===== config.mk =====
export PLATFORM = sky130hd
export DESIGN_NAME = csa_resolver
export DESIGN_NICKNAME = d
export VERILOG_FILES = /design/src/rtl/csa_resolver_pkg.sv /design/src/rtl/full_adder.sv /design/src/rtl/slice_adder.sv /design/src/rtl/csa_resolver.sv
export SDC_FILE = /design/constraint.sdc
export NUM_CORES = 1
export LEC_CHECK = 0
export ABC_AREA = 1
export CAP_MARGIN = 10
export CELL_PAD_IN_SITES_DETAIL_PLACEMENT = 0
export CELL_PAD_IN_SITES_GLOBAL_PLACEMENT = 2
export CORE_ASPECT_RATIO = 0.5
export CORE_MARGIN = 1
export CORE_UTILIZATION = 30
export CTS_CLUSTER_SIZE = 25
export DETAILED_ROUTE_END_ITERATION = 8
export PLACE_DENSITY = 0.89
export SETUP_SLACK_MARGIN = 0.05
export SYNTH_ARGS = -nofsm -noshare
export SYNTH_HDL_FRONTEND = slang
export SYNTH_SLANG_ARGS = --single-unit
export TNS_END_PERCENT = 50

===== constraint.sdc =====
create_clock -name clk -period 11.1 [get_ports clk]
set_clock_uncertainty 0.1 [all_clocks]
set_input_delay 2.22 -clock clk [delete_from_list [all_inputs] [get_ports clk]]
set_output_delay 2.22 -clock clk [all_outputs]
set_load 0.005 [all_outputs]

===== src/rtl/csa_resolver_pkg.sv =====
// Shared definitions for the carry-save resolver: FSM encoding and the
// multiplier-wide default datapath width.
package csa_resolver_pkg;

  localparam int unsigned DEFAULT_WIDTH = 64;

  typedef enum logic [1:0] {
    RES_IDLE = 2'd0,
    RES_BUSY = 2'd1,
    RES_DONE = 2'd2
  } res_state_e;

endpackage


===== src/rtl/full_adder.sv =====
// Single-bit full adder cell.
module full_adder (
  input  logic a,
  input  logic b,
  input  logic cin,
  output logic s,
  output logic cout
);

  assign s    = a ^ b ^ cin;
  assign cout = (a & b) | (cin & (a ^ b));

endmodule


===== src/rtl/slice_adder.sv =====
// Combinational SLICE-bit ripple adder built from full_adder cells:
// {cout, s} = a + b + cin.
module slice_adder #(
  parameter int unsigned SLICE = 16
) (
  input  logic [SLICE-1:0] a,
  input  logic [SLICE-1:0] b,
  input  logic             cin,
  output logic [SLICE-1:0] s,
  output logic             cout
);

  logic [SLICE:0] c;

  assign c[0] = cin;

  for (genvar i = 0; i < SLICE; i++) begin : g_bit
    full_adder u_fa (
      .a    (a[i]),
      .b    (b[i]),
      .cin  (c[i]),
      .s    (s[i]),
      .cout (c[i+1])
    );
  end

  assign cout = c[SLICE];

endmodule


===== src/rtl/csa_resolver.sv =====
// Resolves a carry-save (sum, carry) pair to binary, one SLICE-bit chunk per
// clock, behind valid/ready handshakes on both sides.
module csa_resolver
  import csa_resolver_pkg::*;
#(
  parameter int unsigned WIDTH = DEFAULT_WIDTH,
  parameter int unsigned SLICE = 16
) (
  input  logic             clk,
  input  logic             rst_n,
  input  logic             in_valid,
  output logic             in_ready,
  input  logic [WIDTH-1:0] sum_in,
  input  logic [WIDTH-1:0] carry_in,
  output logic             out_valid,
  input  logic             out_ready,
  output logic [WIDTH-1:0] result,
  output logic [1:0]       hi
);

  localparam int unsigned NSLICE = WIDTH / SLICE;
  localparam int unsigned IDXW   = (NSLICE > 1) ? $clog2(NSLICE) : 1;
  localparam logic [IDXW-1:0] LAST_IDX = IDXW'(NSLICE - 1);

  res_state_e state_q, state_d;

  logic [NSLICE-1:0][SLICE-1:0] s_q, c_q, res_q;
  logic                         ctop_q;
  logic [IDXW-1:0]              idx_q;
  logic                         cy_q;
  logic [1:0]                   hi_q;

  logic             accept;
  logic             last;
  logic [SLICE-1:0] sl_sum;
  logic             sl_cout;

  assign accept = in_valid & in_ready;
  assign last   = (idx_q == LAST_IDX);

  slice_adder #(
    .SLICE (SLICE)
  ) u_slice_adder (
    .a    (s_q[idx_q]),
    .b    (c_q[idx_q]),
    .cin  (cy_q),
    .s    (sl_sum),
    .cout (sl_cout)
  );

  always_ff @(posedge clk or negedge rst_n) begin
    if (!rst_n) begin
      state_q <= RES_IDLE;
    end else begin
      state_q <= state_d;
    end
  end

  always_comb begin
    state_d = state_q;
    unique case (state_q)
      RES_IDLE: if (in_valid) state_d = RES_BUSY;
      RES_BUSY: if (last) state_d = RES_DONE;
      // Completing handshake and a new operand in the same cycle skips IDLE.
      RES_DONE: if (out_ready) state_d = in_valid ? RES_BUSY : RES_IDLE;
      default:  state_d = RES_IDLE;
    endcase
  end

  always_comb begin
    in_ready  = 1'b0;
    out_valid = 1'b0;
    unique case (state_q)
      RES_IDLE: in_ready = 1'b1;
      RES_DONE: begin
        in_ready  = out_ready;
        out_valid = 1'b1;
      end
      default: ;
    endcase
  end

  always_ff @(posedge clk or negedge rst_n) begin
    if (!rst_n) begin
      s_q    <= '0;
      c_q    <= '0;
      ctop_q <= 1'b0;
      idx_q  <= '0;
      cy_q   <= 1'b0;
      res_q  <= '0;
      hi_q   <= '0;
    end else if (accept) begin
      s_q    <= sum_in;
      c_q    <= {carry_in[WIDTH-2:0], 1'b0};
      ctop_q <= carry_in[WIDTH-1];
      idx_q  <= '0;
      cy_q   <= 1'b0;
    end else if (state_q == RES_BUSY) begin
      res_q[idx_q] <= sl_sum;
      cy_q         <= sl_cout;
      idx_q        <= last ? '0 : idx_q + 1'b1;
      // The carry bit shifted out of the top lands at weight 2^WIDTH.
      if (last) hi_q <= {1'b0, sl_cout} + {1'b0, ctop_q};
    end
  end

  assign result = res_q;
  assign hi     = hi_q;

endmodule


=== Yosys cells after proc, flatten, opt, wreduce, memory -nomap -nowiden ===
Cells that the tools add are included.

* Output and inout bits: 68
* Word-level logic and storage cells: 134
* Input port bits: 132
* Register bits: 199

* Eq/ne operators: 6
* Add/sub/neg operators: 2
* Reductions and logical operators: 6
* Bitwise logic cells: 82
* Magnitude comparators: 2
* Muxes and demuxes: 19

{| class="wikitable"
|+ Operators with widths
! kind !! count
|-
| binary-select mux 16 bit (select 2 bit) || 2
|-
| bitwise mux 64 bit || 1
|-
| two-way mux 16 bit || 3
|-
| AND 1 bit || 33
|-
| demux 16 bit (select 2 bit) || 1
|-
| XOR 1 bit || 32
|-
| bitwise OR 1 bit || 16
|-
| two-way mux 2 bit || 6
|-
| != test 2 bit, second input constant || 3
|-
| one-hot mux 2 bit (3 select lines) || 1
|-
| AND reduction 3 bit || 2
|-
| equality test 2 bit, second input constant || 2
|-
| two-way mux 1 bit || 4
|-
| < comparator 2 x 3 -> 1 bit, second input constant || 1
|-
| adder 1 x 1 -> 2 bit || 1
|-
| adder 2 x 1 -> 2 bit, second input constant || 1
|-
| equality test 2 x 1 -> 1 bit, second input constant || 1
|-
| >= comparator 2 x 1 -> 1 bit, second input constant || 1
|-
| logical NOT 2 bit || 1
|-
| one-hot mux 1 bit (2 select lines) || 1
|-
| AND reduction 2 bit || 1
|-
| nonzero test 2 bit || 1
|-
| logical AND 1 bit || 1
|-
| NOT 1 bit || 1
|}

=== Longest topological paths before layout ===
* Depth after elaboration: 37
* Mapped depth: 27
* Gate-level depth less buffers: 25

=== Hierarchy ===
Synthesis repeated with hierarchy kept, for this count alone.

* Cell total of the unflattened synthesis: 1167
* Area total of the unflattened synthesis: 9325.2 sq um

{| class="wikitable"
|+ Modules (own cells, without submodules)
! module !! cells each !! sequential area each (sq um) !! times used !! area an instance (sq um)
|-
| csa_resolver || 1151 || 4979.8 || 1 || 9004.9
|-
| full_adder || 1 || 0.0 || 16 || 20.0
|}

=== Worst setup path before layout ===
Ideal clock, no wire load.

* Path type: register -> register
* Start: register idx_q[0]
* End: register hi_q[0], in the netlist hi[0]
* Clock period less this slack: 7703 ps
* Slack: 3397 ps
* Required time: 10884 ps
* Cell stages (with the launch flop): 28
* Library setup time: 116 ps
* Buffers on the path: 3
* Arrival: 7486 ps
* Path through: dfrtp_1 > buf_2 > inv_1 > buf_2 > buf_2 > o211ai_1 > nand2_1 > fa_1 > fa_1 > fa_1 > fa_1 > fa_1 > fa_1 > fa_1 > fa_1 > fa_1 > fa_1 > fa_1 > fa_1 > fa_1 > inv_1 > fa_1 > inv_1 > fa_1 > fa_1 > ha_1 > nand3_1 > nand2_1

* Word-level cells in the longest chain between the ends: 36

{| class="wikitable"
|+ RTL lines
! item !! RTL line !! text
|-
| from (decl) || csa_resolver.sv:29 || <nowiki>logic [IDXW-1:0] idx_q;</nowiki>
|-
| from (signal assigned) || csa_resolver.sv:101 || <nowiki>idx_q <= last ? '0 : idx_q + 1'b1;</nowiki>
|-
| binary-select mux 16 bit (select 2 bit), on equally long branches || csa_resolver.sv:44, csa_resolver.sv:45 ||
|-
| two-way mux 16 bit, on equally long branches || csa_resolver.sv:44, csa_resolver.sv:45 ||
|-
| XOR 1 bit || full_adder.sv:11 || <nowiki>assign cout = (a & b) | (cin & (a ^ b));</nowiki>
|-
| AND 1 bit || full_adder.sv:11 ||
|-
| bitwise OR 1 bit || full_adder.sv:11 ||
|-
| AND 1 bit || full_adder.sv:11 ||
|-
| bitwise OR 1 bit || full_adder.sv:11 ||
|-
| AND 1 bit || full_adder.sv:11 ||
|-
| (+20 left out) || -- ||
|-
| bitwise OR 1 bit || full_adder.sv:11 ||
|-
| AND 1 bit || full_adder.sv:11 ||
|-
| bitwise OR 1 bit || full_adder.sv:11 ||
|-
| AND 1 bit || full_adder.sv:11 ||
|-
| bitwise OR 1 bit || full_adder.sv:11 ||
|-
| AND 1 bit || full_adder.sv:11 ||
|-
| bitwise OR 1 bit || full_adder.sv:11 ||
|-
| adder 1 x 1 -> 2 bit || csa_resolver.sv:103 || <nowiki>if (last) hi_q <= {1'b0, sl_cout} + {1'b0, ctop_q};</nowiki>
|-
| to (signal assigned) || csa_resolver.sv:103 ||
|-
| to (decl) || csa_resolver.sv:31 || <nowiki>logic [1:0] hi_q;</nowiki>
|}

Parallel ways exist; a longest one is shown, timed or not. The select of a mux whose other input is x is not followed.
A chain may end at the register's enable or synchronous reset.

=== Worst setup path after layout ===
Same ends and word-level chain as after synthesis.

==> impl_metrics.tcl <==
set metrics [dict create \
    post-route-period-util_pct 76.5 \
    post_cts_buffers 0 \
    place_congestion 0.905 \
    worstPathMaxFanout 72 \
    avgSynthCellArea_um2 8.37 \
    start_util_pct 30.9 \
    max_freq_mhz 118 \
    portBuffers 199 \
    yosysSeqAreaShare_pct 54.9 \
    synth-edff-count 0 \
    yosysTopAreaCell "dfrtp_1" \
    ctsHoldBuffers 0 \
    drc 8 \
    die_x_um 248 \
    totalWireLength_um 27400 \
    clk_latency_ps 440 \
    fp-row-count 44 \
    leakage_nw 5.80 \
    ys_top_cells_by_count "nand2_1 (407), dfrtp_1 (199), nand3_1 (138)" \
    grt_pass1_vias 7837 \
    critical-path-top-delay-family "adder cells" \
    vias 7590 \
    grt_overflow 0 \
    async_flop_share_pct 100 \
    cp_slowest_cell "buf_4" \
    path_clk_slew_ps 70 \
    ant_nets 0 \
    violations "DRC" \
    synth_top_area_share_pct 54.9 \
    syn2layout_area_growth_pct 30.6 \
    max_cap_viol_count 0 \
    viasPerCell 4.63 \
    drtPass1Iterations 6 \
    syn_inst 1083 \
    drt_iter0_markers 472 \
    drive_above_1_share_pct 3.45 \
    fillers 2955 \
    setup-violations-final 0 \
    synth.distinct_cells 17 \
    end_kind "flip-flop" \
    syn_area_um2 9060 \
    post_drt_wl_per_cell_um 16.7 \
    fin_area_um2 11800 \
    power_w 0.00385 \
    fin_crit_ps 8500 \
    cts_tree "built" \
    dp_hpwl_um 19900 \
    worstPathBufferInverterCount 5 \
    die-area_um2 31000 \
    ys_top_cells_by_area "dfrtp_1 (55%), nand2_1 (17%), nand3_1 (7.6%)" \
    max-slew-margin-rel_pct 29.6 \
    max_stage_delay_ps 600 \
    h-tree-depth 4 \
    grt_first_pass_wirelength_um 43200 \
    grt_max_degree 120 \
    track_usage_pct 18.4 \
    clkSinkCount 199 \
    required_ps 11340 \
    synth.most_common_cell "nand2_1" \
    place_area_um2 11300 \
    finish.utilization_pct 40.4 \
    arrival_ps 8730 \
    cts_max_path_buffers 2 \
    final_hold_viol_count 0 \
    syn_nets 1236 \
    io_pins 200 \
    drv_slew 0 \
    synth_seq_cells 199 \
    coreArea_um2 29300 \
    grt_setup_unrepaired "false" \
    antenna_cells 0 \
    crit_path_start_kind "flip-flop" \
    grt_antenna_before_repair 0 \
    postCtsResizedCells 0 \
    final_nets 1387 \
    p_per_area_nw_per_um2 325 \
    path_class "reg -> reg" \
    finalSetupTns_ps 0 \
    cts_root_buffer "clkbuf_16" \
    path_common_cell "fa_1" \
    tightest_slew_ps 1050 \
    status "complete, but fails checks" \
    ir_drop_uv 166 \
    die_h_um 125 \
    min_path_type "reg -> reg" \
    numCtsBuffers 17 \
    yosysWarnings 0 \
    synth_flop_cell "dfrtp_1" \
]
## placed cells by master (no fill, tap or decap), drive strengths merged
cell	synthesis	final
nor2	63	63
clkinvlp	0	1
dfrtp	199	199
buf	46	7
bufinv	0	1
o21ai	95	95
inv	55	55
clkinv	0	7
o211ai	29	29
clkbuf	28	24
a21oi	1	1
fa	16	16
nand3	138	138
nand2	408	408
clkdlybuf4s50	0	198
ha	5	5
## power by group
group | internal (W) | total [W] | leakage [nW] | switching, W
Sequential | 0.00108 | 0.00128 | 2.48 | 0.000206
Combinational | 0.000724 | 0.00198 | 3.05 | 0.00125
Clock | 0.000319 | 0.000594 | 0.270 | 0.000275
## final timing paths
path	start	endpoint	slack, ps	depth (start not counted)
min in group asynchronous	rst_n	c_q[15]$_DFFE_PN0P_	1770	1
hold / removal	s_q[51]$_DFFE_PN0P_	s_q[51]$_DFFE_PN0P_	370	2
setup / recovery	idx_q[0]$_DFFE_PN0P_	hi[0]$_DFFE_PN0P_	2600	26
setup reg to reg	idx_q[0]$_DFFE_PN0P_	hi[0]$_DFFE_PN0P_	2600	26
max in group asynchronous	rst_n	s_q[8]$_DFFE_PN0P_	7490	2
hold reg to reg	s_q[51]$_DFFE_PN0P_	s_q[51]$_DFFE_PN0P_	370	2
## cells by family (layout without fill, tap and decap cells)
family / after synthesis / after routing / synth area share [%]
AO/OA/AOI/OAI: 125 / 125 / 7.70
adder cells (fa/ha/maj): 21 / 21 / 4.22
buffers and inverters: 129 / 293 / 5.89
flip-flops: 199 / 199 / 54.9
AND/OR/NAND/NOR: 609 / 609 / 27.2
## layer usage
metal  up-vias  routed length [um]  global-route usage (%)
li1       3753                   -                       -
met1      3688               13100                    25.4
met2       130               13100                    29.8
met3        19                 909                    3.25
met4         0                 270                    4.19
met5         -                   0                       0
## registers in the layout, summed over array words and instances (netlist names)
signal,count
ctop_q,1
result,64
state_q,2
s_q,64
idx_q,2
c_q,63
hi,2
cy_q,1
## stage by stage
step / worst slack [ps] / cells / hold slack (ps)
floorplan: 3400 / 1083 / 337
global placement: 2770 / 1606 / 353
detailed placement: 2700 / 1606 / 355
CTS: 2660 / 1638 / 372
global route: 2230 / 1638 / 385
finish: 2600 / 1638 / 369
## worst reg2reg max path: cells and delay by family, from the launching register on
| kind | cells | cell delay, ps |
|---|---|---|
| buffers and inverters | 5 | 1320 |
| and+or+nand+nor | 4 | 400 |
| AOI/OAI and AO/OA | 1 | 110 |
| DFF | 1 | 360 |
| adders and majority gates | 16 | 6120 |
## final cells by class
type / instances / area, um^2 / share of cell area [%]
repair buffers: 206 / 2050 / 17.3
clock buffers: 23 / 468 / 3.95
inverters: 55 / 206 / 1.74
multi-input cells: 755 / 3570 / 30.2
well taps: 391 / 489 / 4.13
clock inverters: 9 / 76.3 / 0.645
flip-flops and latches: 199 / 4980 / 42.1
Power figures use the tool's default switching activity.
